<file path="config.mk">
export PLATFORM = sky130hd
export DESIGN_NAME = instr_encoder_flat
export DESIGN_NICKNAME = d
export VERILOG_FILES = /design/src/rtl/instr_encoder_if.sv /design/src/rtl/instr_encoder.sv /design/src/flat_wrapper.sv
export SDC_FILE = /design/constraint.sdc
export NUM_CORES = 1
export LEC_CHECK = 0
export CAP_MARGIN = 5
export CORE_UTILIZATION = 30
export CTS_BUF_LIST = sky130_fd_sc_hd__clkbuf_2 sky130_fd_sc_hd__clkbuf_4 sky130_fd_sc_hd__clkbuf_8
export CTS_CLUSTER_DIAMETER = 30
export CTS_CLUSTER_SIZE = 40
export DETAILED_ROUTE_END_ITERATION = 10
export GPL_TIMING_DRIVEN = 0
export SETUP_SLACK_MARGIN = 0.4
export SYNTH_ARGS = -nofsm -noshare
export SYNTH_HDL_FRONTEND = slang
export SYNTH_SLANG_ARGS = --single-unit
</file>
<file path="constraint.sdc">
create_clock -name clk -period 4.5 [get_ports clk]
set_input_delay 0.9 -clock clk [delete_from_list [all_inputs] [get_ports clk]]
set_output_delay 0.9 -clock clk [all_outputs]
set_load 0.01 [all_outputs]
</file>
<file path="src/rtl/instr_encoder_if.sv">
// ============================================================================
// Module   : instr_encoder_if
// Purpose  : Request and encoded-word stream bundle for instr_encoder.
// Revision : 1.0  initial release
// ============================================================================
`default_nettype none

interface instr_encoder_if;
    // Request side
    logic        in_valid;
    logic        in_ready;
    logic [2:0]  in_op;
    logic [3:0]  in_funct;
    logic        in_immab;
    logic [31:0] in_imm;
    logic [2:0]  in_ntgt;
    logic [5:0]  in_ta1;
    logic [5:0]  in_ta2;
    logic [5:0]  in_ta3;
    logic [5:0]  in_ta4;
    logic [1:0]  in_tt1;
    logic [1:0]  in_tt2;
    logic [1:0]  in_tt3;
    logic [1:0]  in_tt4;
    logic [9:0]  in_offset;
    logic [5:0]  in_nalloc;
    logic        in_endf;

    // Word stream side
    logic        out_valid;
    logic        out_ready;
    logic [31:0] out_word;
    logic        out_first;
    logic        out_last;

    modport master (
        output in_valid, in_op, in_funct, in_immab, in_imm, in_ntgt,
               in_ta1, in_ta2, in_ta3, in_ta4, in_tt1, in_tt2, in_tt3, in_tt4,
               in_offset, in_nalloc, in_endf, out_ready,
        input  in_ready, out_valid, out_word, out_first, out_last
    );

    modport slave (
        input  in_valid, in_op, in_funct, in_immab, in_imm, in_ntgt,
               in_ta1, in_ta2, in_ta3, in_ta4, in_tt1, in_tt2, in_tt3, in_tt4,
               in_offset, in_nalloc, in_endf, out_ready,
        output in_ready, out_valid, out_word, out_first, out_last
    );
endinterface

`default_nettype wire

</file>
<file path="src/rtl/instr_encoder.sv">
// ============================================================================
// Module   : instr_encoder
// Purpose  : Packs one instruction request into I/T prefix words plus a main
//            D/W/F word for the instruction decoder stream.
// Revision : 1.0  initial release
// ============================================================================
`default_nettype none

module instr_encoder #(
    parameter logic FORCE_IPREFIX = 1'b0
) (
    input  logic           clk,
    input  logic           rst_n,
    instr_encoder_if.slave bus,
    output logic           err,
    output logic [15:0]    word_count
);

    localparam logic [2:0] OP_D0 = 3'b000;
    localparam logic [2:0] OP_D1 = 3'b001;
    localparam logic [2:0] OP_W  = 3'b010;
    localparam logic [2:0] OP_T  = 3'b011;
    localparam logic [2:0] OP_I  = 3'b100;
    localparam logic [2:0] OP_F  = 3'b101;

    typedef enum logic [1:0] {
        IDLE      = 2'd0,
        EMIT_I    = 2'd1,
        EMIT_T    = 2'd2,
        EMIT_MAIN = 2'd3
    } state_e;

    state_e      state_q;
    state_e      state_d;

    logic [31:0] i_word_q;
    logic [31:0] t_word_q;
    logic [31:0] main_word_q;
    logic        need_i_q;
    logic        need_t_q;
    logic        err_q;
    logic [15:0] word_count_q;

    logic        accept;
    logic        out_hs;
    logic        is_d;
    logic        is_w;
    logic        is_f;
    logic        illegal;
    logic        need_i;
    logic        need_t;
    logic [7:0]  slot1;
    logic [7:0]  slot2;
    logic [7:0]  slot3;
    logic [7:0]  slot4;
    logic [31:0] d_word;
    logic [31:0] w_word;
    logic [31:0] f_word;
    logic [31:0] t_word;
    logic [31:0] i_word;
    logic [31:0] main_word;

    // ------------------------------------------------------------------
    // Request decode and word formation
    // ------------------------------------------------------------------
    assign is_d    = (bus.in_op == OP_D0) || (bus.in_op == OP_D1);
    assign is_w    = (bus.in_op == OP_W);
    assign is_f    = (bus.in_op == OP_F);
    assign illegal = !(is_d || is_w || is_f) || (is_d && (bus.in_ntgt > 3'd4));
    assign need_i  = (is_d || is_w) && ((|bus.in_imm[31:6]) || FORCE_IPREFIX);
    assign need_t  = is_d && (bus.in_ntgt >= 3'd3);

    // Target slots past the requested count are forced to zero
    assign slot1 = (bus.in_ntgt >= 3'd1) ? {bus.in_tt1, bus.in_ta1} : 8'h00;
    assign slot2 = (bus.in_ntgt >= 3'd2) ? {bus.in_tt2, bus.in_ta2} : 8'h00;
    assign slot3 = (bus.in_ntgt >= 3'd3) ? {bus.in_tt3, bus.in_ta3} : 8'h00;
    assign slot4 = (bus.in_ntgt >= 3'd4) ? {bus.in_tt4, bus.in_ta4} : 8'h00;

    assign d_word = {bus.in_op, bus.in_funct, bus.in_immab, bus.in_imm[5:0],
                     2'b00, slot2, slot1};
    assign w_word = {OP_W, bus.in_funct, bus.in_immab, bus.in_imm[5:0],
                     8'h00, bus.in_offset};
    assign f_word = {OP_F, bus.in_endf, 22'h000000, bus.in_nalloc};
    assign t_word = {OP_T, 13'h0000, slot4, slot3};
    assign i_word = {OP_I, 3'b000, bus.in_imm[31:6]};

    assign main_word = is_f ? f_word : (is_w ? w_word : d_word);

    assign accept = bus.in_valid && (state_q == IDLE);
    assign out_hs = (state_q != IDLE) && bus.out_ready;

    // ------------------------------------------------------------------
    // State register
    // ------------------------------------------------------------------
    always_ff @(posedge clk or negedge rst_n) begin
        if (!rst_n) begin
            state_q <= IDLE;
        end else begin
            state_q <= state_d;
        end
    end

    // ------------------------------------------------------------------
    // Next state and stream outputs
    // ------------------------------------------------------------------
    always_comb begin
        state_d       = state_q;
        bus.in_ready  = (state_q == IDLE);
        bus.out_valid = 1'b0;
        bus.out_word  = 32'h0000_0000;
        bus.out_first = 1'b0;
        bus.out_last  = 1'b0;

        case (state_q)
            IDLE: begin
                if (accept && !illegal) begin
                    if (need_i) begin
                        state_d = EMIT_I;
                    end else if (need_t) begin
                        state_d = EMIT_T;
                    end else begin
                        state_d = EMIT_MAIN;
                    end
                end
            end
            EMIT_I: begin
                bus.out_valid = 1'b1;
                bus.out_word  = i_word_q;
                bus.out_first = 1'b1;
                if (out_hs) begin
                    state_d = need_t_q ? EMIT_T : EMIT_MAIN;
                end
            end
            EMIT_T: begin
                bus.out_valid = 1'b1;
                bus.out_word  = t_word_q;
                bus.out_first = !need_i_q;
                if (out_hs) begin
                    state_d = EMIT_MAIN;
                end
            end
            EMIT_MAIN: begin
                bus.out_valid = 1'b1;
                bus.out_word  = main_word_q;
                bus.out_first = !need_i_q && !need_t_q;
                bus.out_last  = 1'b1;
                if (out_hs) begin
                    state_d = IDLE;
                end
            end
            default: begin
                state_d = IDLE;
            end
        endcase
    end

    // ------------------------------------------------------------------
    // Captured request words, error pulse and word counter
    // ------------------------------------------------------------------
    always_ff @(posedge clk or negedge rst_n) begin
        if (!rst_n) begin
            i_word_q     <= 32'h0000_0000;
            t_word_q     <= 32'h0000_0000;
            main_word_q  <= 32'h0000_0000;
            need_i_q     <= 1'b0;
            need_t_q     <= 1'b0;
            err_q        <= 1'b0;
            word_count_q <= 16'h0000;
        end else begin
            err_q <= accept && illegal;
            if (accept && !illegal) begin
                i_word_q    <= i_word;
                t_word_q    <= t_word;
                main_word_q <= main_word;
                need_i_q    <= need_i;
                need_t_q    <= need_t;
            end
            if (out_hs) begin
                word_count_q <= word_count_q + 16'd1;
            end
        end
    end

    assign err        = err_q;
    assign word_count = word_count_q;

endmodule

`default_nettype wire
</file>
<file path="src/flat_wrapper.sv">
// flat-port wrapper written by rule: the top's interface ports become plain ports
module instr_encoder_flat 
#(
    parameter logic FORCE_IPREFIX = 1'b0
)
  (clk, rst_n, err, word_count, bus_in_valid, bus_in_op, bus_in_funct, bus_in_immab, bus_in_imm, bus_in_ntgt, bus_in_ta1, bus_in_ta2, bus_in_ta3, bus_in_ta4, bus_in_tt1, bus_in_tt2, bus_in_tt3, bus_in_tt4, bus_in_offset, bus_in_nalloc, bus_in_endf, bus_out_ready, bus_in_ready, bus_out_valid, bus_out_word, bus_out_first, bus_out_last);
  instr_encoder_if bus_i ();
  input  logic clk;
  input  logic rst_n;
  output logic err;
  output logic [15:0] word_count;
  input wire logic [$bits(bus_i.in_valid)-1:0] bus_in_valid;
  input wire logic [$bits(bus_i.in_op)-1:0] bus_in_op;
  input wire logic [$bits(bus_i.in_funct)-1:0] bus_in_funct;
  input wire logic [$bits(bus_i.in_immab)-1:0] bus_in_immab;
  input wire logic [$bits(bus_i.in_imm)-1:0] bus_in_imm;
  input wire logic [$bits(bus_i.in_ntgt)-1:0] bus_in_ntgt;
  input wire logic [$bits(bus_i.in_ta1)-1:0] bus_in_ta1;
  input wire logic [$bits(bus_i.in_ta2)-1:0] bus_in_ta2;
  input wire logic [$bits(bus_i.in_ta3)-1:0] bus_in_ta3;
  input wire logic [$bits(bus_i.in_ta4)-1:0] bus_in_ta4;
  input wire logic [$bits(bus_i.in_tt1)-1:0] bus_in_tt1;
  input wire logic [$bits(bus_i.in_tt2)-1:0] bus_in_tt2;
  input wire logic [$bits(bus_i.in_tt3)-1:0] bus_in_tt3;
  input wire logic [$bits(bus_i.in_tt4)-1:0] bus_in_tt4;
  input wire logic [$bits(bus_i.in_offset)-1:0] bus_in_offset;
  input wire logic [$bits(bus_i.in_nalloc)-1:0] bus_in_nalloc;
  input wire logic [$bits(bus_i.in_endf)-1:0] bus_in_endf;
  input wire logic [$bits(bus_i.out_ready)-1:0] bus_out_ready;
  output wire logic [$bits(bus_i.in_ready)-1:0] bus_in_ready;
  output wire logic [$bits(bus_i.out_valid)-1:0] bus_out_valid;
  output wire logic [$bits(bus_i.out_word)-1:0] bus_out_word;
  output wire logic [$bits(bus_i.out_first)-1:0] bus_out_first;
  output wire logic [$bits(bus_i.out_last)-1:0] bus_out_last;
  assign bus_i.in_valid = bus_in_valid;
  assign bus_i.in_op = bus_in_op;
  assign bus_i.in_funct = bus_in_funct;
  assign bus_i.in_immab = bus_in_immab;
  assign bus_i.in_imm = bus_in_imm;
  assign bus_i.in_ntgt = bus_in_ntgt;
  assign bus_i.in_ta1 = bus_in_ta1;
  assign bus_i.in_ta2 = bus_in_ta2;
  assign bus_i.in_ta3 = bus_in_ta3;
  assign bus_i.in_ta4 = bus_in_ta4;
  assign bus_i.in_tt1 = bus_in_tt1;
  assign bus_i.in_tt2 = bus_in_tt2;
  assign bus_i.in_tt3 = bus_in_tt3;
  assign bus_i.in_tt4 = bus_in_tt4;
  assign bus_i.in_offset = bus_in_offset;
  assign bus_i.in_nalloc = bus_in_nalloc;
  assign bus_i.in_endf = bus_in_endf;
  assign bus_i.out_ready = bus_out_ready;
  assign bus_in_ready = bus_i.in_ready;
  assign bus_out_valid = bus_i.out_valid;
  assign bus_out_word = bus_i.out_word;
  assign bus_out_first = bus_i.out_first;
  assign bus_out_last = bus_i.out_last;
  instr_encoder #(.FORCE_IPREFIX(FORCE_IPREFIX)) u_core (.clk(clk), .rst_n(rst_n), .bus(bus_i), .err(err), .word_count(word_count));
endmodule
</file>
==> results of run 1 <==
area by class of cell:
class | instances | area, sq um | share of cell area (%)
Clock buffer | 13 | 166 | 2.59
Buffer | 29 | 143 | 2.22
Clock inverter | 3 | 42.5 | 0.661
Multi-Input combinational cell | 309 | 1990 | 30.9
Tap cell | 184 | 230 | 3.58
Sequential cell | 94 | 2350 | 36.5
Inverter | 4 | 15.0 | 0.233
Timing Repair Buffer | 148 | 1500 | 23.2
repair_timing:
| action | 4_1_cts | 5_1_grt |
|---|---|---|
| endpoints found under the hold margin | 0 | 0 |
| resized for setup | 0 | 4 |
| setup endpoints to repair | 0 | 8 |
cell families (layout without fill, tap and decap cells):
kind of cell             count (synthesis)  in the layout  synth area share [%]
buffers and inverters                   33            197                  3.45
XOR/XNOR                                15             15                  2.92
AND/OR/NAND/NOR                        159            159                  15.9
flip-flops                              94             94                  52.3
AO/OA/AOI/OAI                           97             97                  15.8
multiplexers                            32             32                  7.95
adder cells (fa/ha/maj)                  6              6                  1.67
how the worst min path moves through the flow:
stage | endpoint | startpoint | cells after the start | slack (ps)
after floorplan | u_core.need_i_q | u_core.need_i_q | 2 | 440
after global routing | u_core.need_i_q | u_core.need_i_q | 2 | 500
final | u_core.word_count[15] | u_core.word_count[15] | 1 | 480
after CTS | u_core.need_i_q | u_core.need_i_q | 2 | 480
after detailed placement | u_core.need_i_q | u_core.need_i_q | 2 | 470
after global placement | u_core.main_word_q[27] | u_core.main_word_q[27] | 2 | 460
per-layer routing:
metal | up-vias | track usage, %
met5 | - | 0
met4 | 0 | 5.10
met3 | 13 | 5.37
met2 | 158 | 31.8
met1 | 1973 | 26.3
li1 | 1885 | -
state kept, by name, indices dropped and copies added, names as in the netlist:
signal	count
u_core.i_word_q	27
u_core.need_t_q	1
u_core.main_word_q	30
u_core.err	1
u_core.word_count	16
u_core.t_word_q	16
u_core.need_i_q	1
u_core.state_q	2
critical path, cell delays in order, from the launching register on:
cell and delay (ps):
dfrtp_1 450, inv_1 130, ha_1 220, clkbuf_1 450
clkbuf_1 590, nor2_1 170, clkdlybuf4s50_1 520
synth_stat cells, drive strengths merged (5+ instances only):
cell    instances  area, sq um
o31ai          12         90.1
nand3           5         25.0
ha              6         75.1
nor4            9         62.6
a222oi         16          160
nor2           39          146
a21oi           6         30.0
nand2          77          289
buf            12         76.3
a22o            6         52.6
a221oi          6         52.6
xnor2          11         96.3
and2            5         31.3
dfrtp          94         2350
o21ai          31          155
a22oi          11         82.6
mux2           30          338
clkbuf         17         63.8
power by group:
part	leakage (nW)	switching, mW	internal (mW)	total (mW)
Sequential	1.18	0.230	1.20	1.43
Combinational	1.42	0.850	0.859	1.71
Clock	0.106	0.297	0.299	0.597
Total	2.71	1.38	2.36	3.73
per-stage QoR:
stage	cells	setup WS, ps	TNS, ps	util, %
2_1_floorplan	436	2070	0	-
3_3_place_gp	767	-993	-92730	42.5
3_5_place_dp	768	978	0	42.7
4_1_cts	784	548	0	44.1
5_1_grt	784	412	0	44.1
6_report	784	675	0	44.1
==> results.py, run 1 <==
metrics = {
    "worst_setup_path": {
        "worst-path-max-fanout": 10,
        "crit_end": "bus_out_word[0]",
        "cp-start-kind": "flip-flop",
        "cp-end-kind": "output port",
        "path_class": "flip-flop to output port",
        "worst_ep_required_time_ps": 3600,
        "ff2ff_path_depth": 6,
        "worstReg2RegEnd": "u_core.word_count[13]",
        "cp-startpoint": "u_core.state_q[1]",
        "reg2reg_slack_ps": 2190,
        "critPathArrivalTime_ps": 2920,
        "reg2reg_from": "u_core.state_q[1]",
    },
    "global_routing": {
        "grt_pass1_wl_um": 23500,
        "antenna_found_initial": 0,
        "track_usage_pct": 19.8,
        "grt_max_degree": 50,
        "grt-ovfl-total": 0,
        "grt_pass1_vias": 4134,
    },
    "placed_design": {
        "dpl_cell_area_sq_um": 6230,
        "hpwl_um": 11100,
        "portBuffers": 147,
        "gp_congestion": 0.821,
    },
    "routing": {
        "drtPass1Iterations": 8,
        "dr_wl_met3_um": 821,
        "drc": 0,
        "wl_per_cell_um": 18.9,
        "vias": 4029,
        "dr_wl_met2_um": 7080,
        "routed_wl_um": 14800,
        "first_iter_violations": 300,
        "top_layer_used": "met4",
        "m1WireLength_um": 6710,
        "detail-route-antenna-nets": 0,
        "vias_per_cell": 5.14,
    },
    "logic_synthesis": {
        "syn-num-nets": 538,
        "syn-cell-area_sq_um": 4500,
        "avgSynthCellArea_sq_um": 10.3,
        "yosys_warnings": 0,
        "synth-seq-area-share_pct": 52.3,
        "synth-main-ff-cell": "dfrtp_1",
        "ys_types": 46,
        "synthCells": 436,
        "synth-edff-count": 0,
        "synth-seq-cells": 94,
        "async_reset_ff_share_pct": 100,
    },
    "clocking": {
        "clkLatencyLatePin_ps": 380,
        "root_buffer": "clkbuf_8",
        "clock_path_buffers": 2,
        "cts_tree": "done",
        "h-tree-depth": 3,
        "clk_pin_slew_ps": 80,
        "cts.sinks": 94,
        "cts_buffers": 9,
        "ctsHoldBuffers": 0,
        "cts_setup_buffers": 0,
    },
    "floorplan": {
        "die_x_um": 124,
        "ioPinCount": 149,
        "die_area_sq_um": 15500,
        "rows": 44,
        "die_h_um": 124,
        "core_sq_um": 14600,
        "initial_core_util_pct": 30.8,
    },
    "sta": {
        "finalHoldViolations": 0,
        "fin_worst_skew_ps": 14.3,
        "rsz0062_at_grt": "false",
        "finalCritPeriodShare_pct": 85.0,
        "hold_ws_ps": 479,
        "max-slew-margin-rel_pct": 37.0,
        "maxSlewViolCount": 0,
        "final.min_clock_period_ps": 3820,
        "fmax_mhz": 261,
        "worst_pin_slew_ps": 943,
        "setup_viol": 0,
    },
    "layout": {
        "drive_above_1_share_pct": 10.0,
        "final_cell_mix": "146 x clkdlybuf4s50_1, 94 x dfrtp_1, 77 x nand2_1",
        "fillers": 1382,
        "diodes": 0,
        "final_common_cell": "clkdlybuf4s50_1",
        "nNetsFinal": 697,
        "area_growth_pct": 43.1,
        "finish.instance_area_sq_um": 6440,
    },
    "pwr": {
        "vdd_drop_max_uv": 207,
        "power_leakage_nw": 2.71,
        "power_mw": 3.73,
        "powerDensity_nw_per_um2": 580,
    },
    "flow_run": {
        "cap_violations": 0,
    },
    "outcome": {
        "status": "completed",
    },
    "min_path": {
        "hold_class": "flip-flop to flip-flop",
    },
}
(Power assumes the default switching activity.)
==> run 2, diff against run 1 <==
==> constraint.sdc (replaced) <==
create_clock -name clk -period 3.5 [get_ports clk]
set_input_delay 0.7 -clock clk [delete_from_list [all_inputs] [get_ports clk]]
set_output_delay 0.7 -clock clk [all_outputs]
set_load 0.01 [all_outputs]
==> run 2 against run 1 <==
Clock power grew 29%. Die area is the same. First-iteration DRC count shrank 1.0%. Global-route usage is essentially flat. Largest power group unchanged.
==> results.py, run 2 (same netlist as run 1, synthesis figures left out) <==
metrics = {
    "outcome": {
        "status": "completed",
    },
    "clocking": {
        "cts.sinks": 94,
        "root_buffer": "clkbuf_8",
        "ctsHoldBuffers": 0,
        "clk_pin_slew_ps": 90,
        "cts_buffers": 9,
        "clock_path_buffers": 2,
        "cts_tree": "done",
        "clkLatencyLatePin_ps": 380,
        "h-tree-depth": 3,
    },
    "placed_design": {
        "portBuffers": 147,
        "dp.cells": 768,
        "hpwl_um": 11100,
        "dpl_cell_area_sq_um": 6230,
        "gp_congestion": 0.821,
    },
    "routing": {
        "vias_per_cell": 5.15,
        "routed_wl_um": 14800,
        "dr_wl_met3_um": 713,
        "vias": 4046,
        "wl_per_cell_um": 18.8,
        "m1WireLength_um": 6760,
        "top_layer_used": "met4",
        "drc": 0,
        "detail-route-antenna-nets": 0,
        "first_iter_violations": 297,
        "dr_wl_met2_um": 7030,
        "drtPass1Iterations": 6,
    },
    "worst_setup_path": {
        "reg2reg_from": "u_core.state_q[0]",
        "ff2ff_path_depth": 6,
        "crit_family": "buffers and inverters",
        "cp-end-kind": "output port",
        "cp-start-kind": "flip-flop",
        "reg2reg_slack_ps": 1240,
        "cp-startpoint": "u_core.state_q[1]",
        "worst_ep_required_time_ps": 2800,
        "critPathBufInv": 4,
        "worst-path-max-fanout": 10,
        "critPathArrivalTime_ps": 2290,
        "path_class": "flip-flop to output port",
        "worstReg2RegEnd": "u_core.word_count[13]",
        "critPathSlowestCell": "clkdlybuf4s50_1",
        "crit_chain": "inv_1 > ha_1 > buf_4 > clkbuf_8 > a222oi_1 > nor2_1 > clkdlybuf4s50_1",
        "cpPeakStageDelay_ps": 570,
    },
    "sta": {
        "finalCritPeriodShare_pct": 85.4,
        "worst_pin_slew_ps": 900,
        "fin_worst_skew_ps": 10.8,
        "setup_viol": 0,
        "rsz0062_at_grt": "false",
        "setup_tns_ps": 0,
        "maxSlewViolCount": 0,
        "fmax_mhz": 335,
        "max-slew-margin-rel_pct": 39.8,
        "finalHoldViolations": 0,
        "final.min_clock_period_ps": 2990,
    },
    "pwr": {
        "p_sw_mw": 1.78,
        "powerDensity_nw_per_um2": 743,
        "combPwrFrac_pct": 46.3,
        "intPower_mw": 3.07,
        "switching_share_pct": 36.7,
        "vdd_drop_max_uv": 246,
        "clock_power_share_pct": 15.8,
        "seq_power_share_pct": 37.8,
        "power_leakage_nw": 2.89,
    },
    "layout": {
        "reg_top3": "u_core.main_word_q x30, u_core.i_word_q x27",
        "final_common_cell": "clkdlybuf4s50_1",
        "fillers": 1382,
        "area_growth_pct": 44.9,
        "finish.instance_area_sq_um": 6520,
        "largest_register_ffs": 30,
        "diodes": 0,
        "utilization_pct": 44.7,
        "largest_register": "u_core.main_word_q",
        "final_cells": 786,
        "drive_above_1_share_pct": 12.1,
        "nNetsFinal": 699,
        "final_cell_mix": "132 x clkdlybuf4s50_1, 94 x dfrtp_1, 77 x nand2_1",
    },
    "global_routing": {
        "grt-ovfl-total": 0,
        "grt_pass1_wl_um": 23500,
        "track_usage_pct": 19.8,
        "grt_pass1_vias": 4155,
        "grt_max_degree": 50,
        "antenna_found_initial": 0,
    },
    "floorplan": {
        "initial_core_util_pct": 30.8,
        "ioPinCount": 149,
        "core_sq_um": 14600,
        "die_area_sq_um": 15500,
        "rows": 44,
        "die_x_um": 124,
        "die_h_um": 124,
    },
    "min_path": {
        "hold_class": "primary input to async pin",
    },
    "flow_run": {
        "cap_violations": 0,
    },
}
## run 2: changes by cell type in the layout (fill, tap and decap cells not counted), sizes merged
cell	previous run	this run
buf	14	18
clkbuf	30	28
clkdlybuf4s50	146	132
dlygate4sd2	0	7
dlymetal6s2s	0	7
## run 2: timing repair
action,in CTS,in global routing
resized for setup,30,11
setup buffers,1,1
setup endpoints to repair,30,14
pin swaps,0,1
## run 2: metrics by stage
| step | setup WS, ps | hold slack, ps | power [mW] |
|---|---|---|---|
| detailed placement | 178 | 465 | 4.05 |
| floorplan | 1270 | 404 | 2.95 |
| finish | 511 | 327 | 4.85 |
| CTS | 407 | 339 | 4.88 |
| global placement | -1790 | 457 | 3.99 |
| global route | 406 | 357 | 5.17 |
## run 2: area by class of cell
type | instances | area [sq um] | area share, %
clock inverters | 3 | 42.5 | 0.652
multi-input cells | 309 | 1990 | 30.6
inverters | 4 | 15.0 | 0.230
well taps | 184 | 230 | 3.53
plain buffers | 29 | 199 | 3.05
repair buffers | 150 | 1520 | 23.3
clock buffers | 13 | 166 | 2.55
flip-flops and latches | 94 | 2350 | 36.1
## run 2: how the worst max path moves through the flow
stage / cells after the start / end
floorplan: 6 / bus_out_word[7]
global placement: 1 / u_core.main_word_q[2]
detailed placement: 7 / bus_out_word[10]
CTS: 7 / bus_out_first
global route: 7 / bus_out_word[24]
finish: 7 / bus_out_word[5]
## run 2: routing by layer
layer  track usage (%)  vias up
met5                 0        -
met4              6.24        0
met3              5.07       22
met2              31.6      145
met1              26.1     1984
li1                  -     1895
## run 2: power groups by stage
stage | combinational, mW | sequential [mW] | clock [mW]
after floorplan | 1.16 | 1.78 | 0
after global routing | 2.44 | 1.90 | 0.832
after detailed placement | 2.20 | 1.85 | 0
final | 2.25 | 1.83 | 0.768
after CTS | 2.26 | 1.83 | 0.791
after global placement | 2.15 | 1.84 | 0
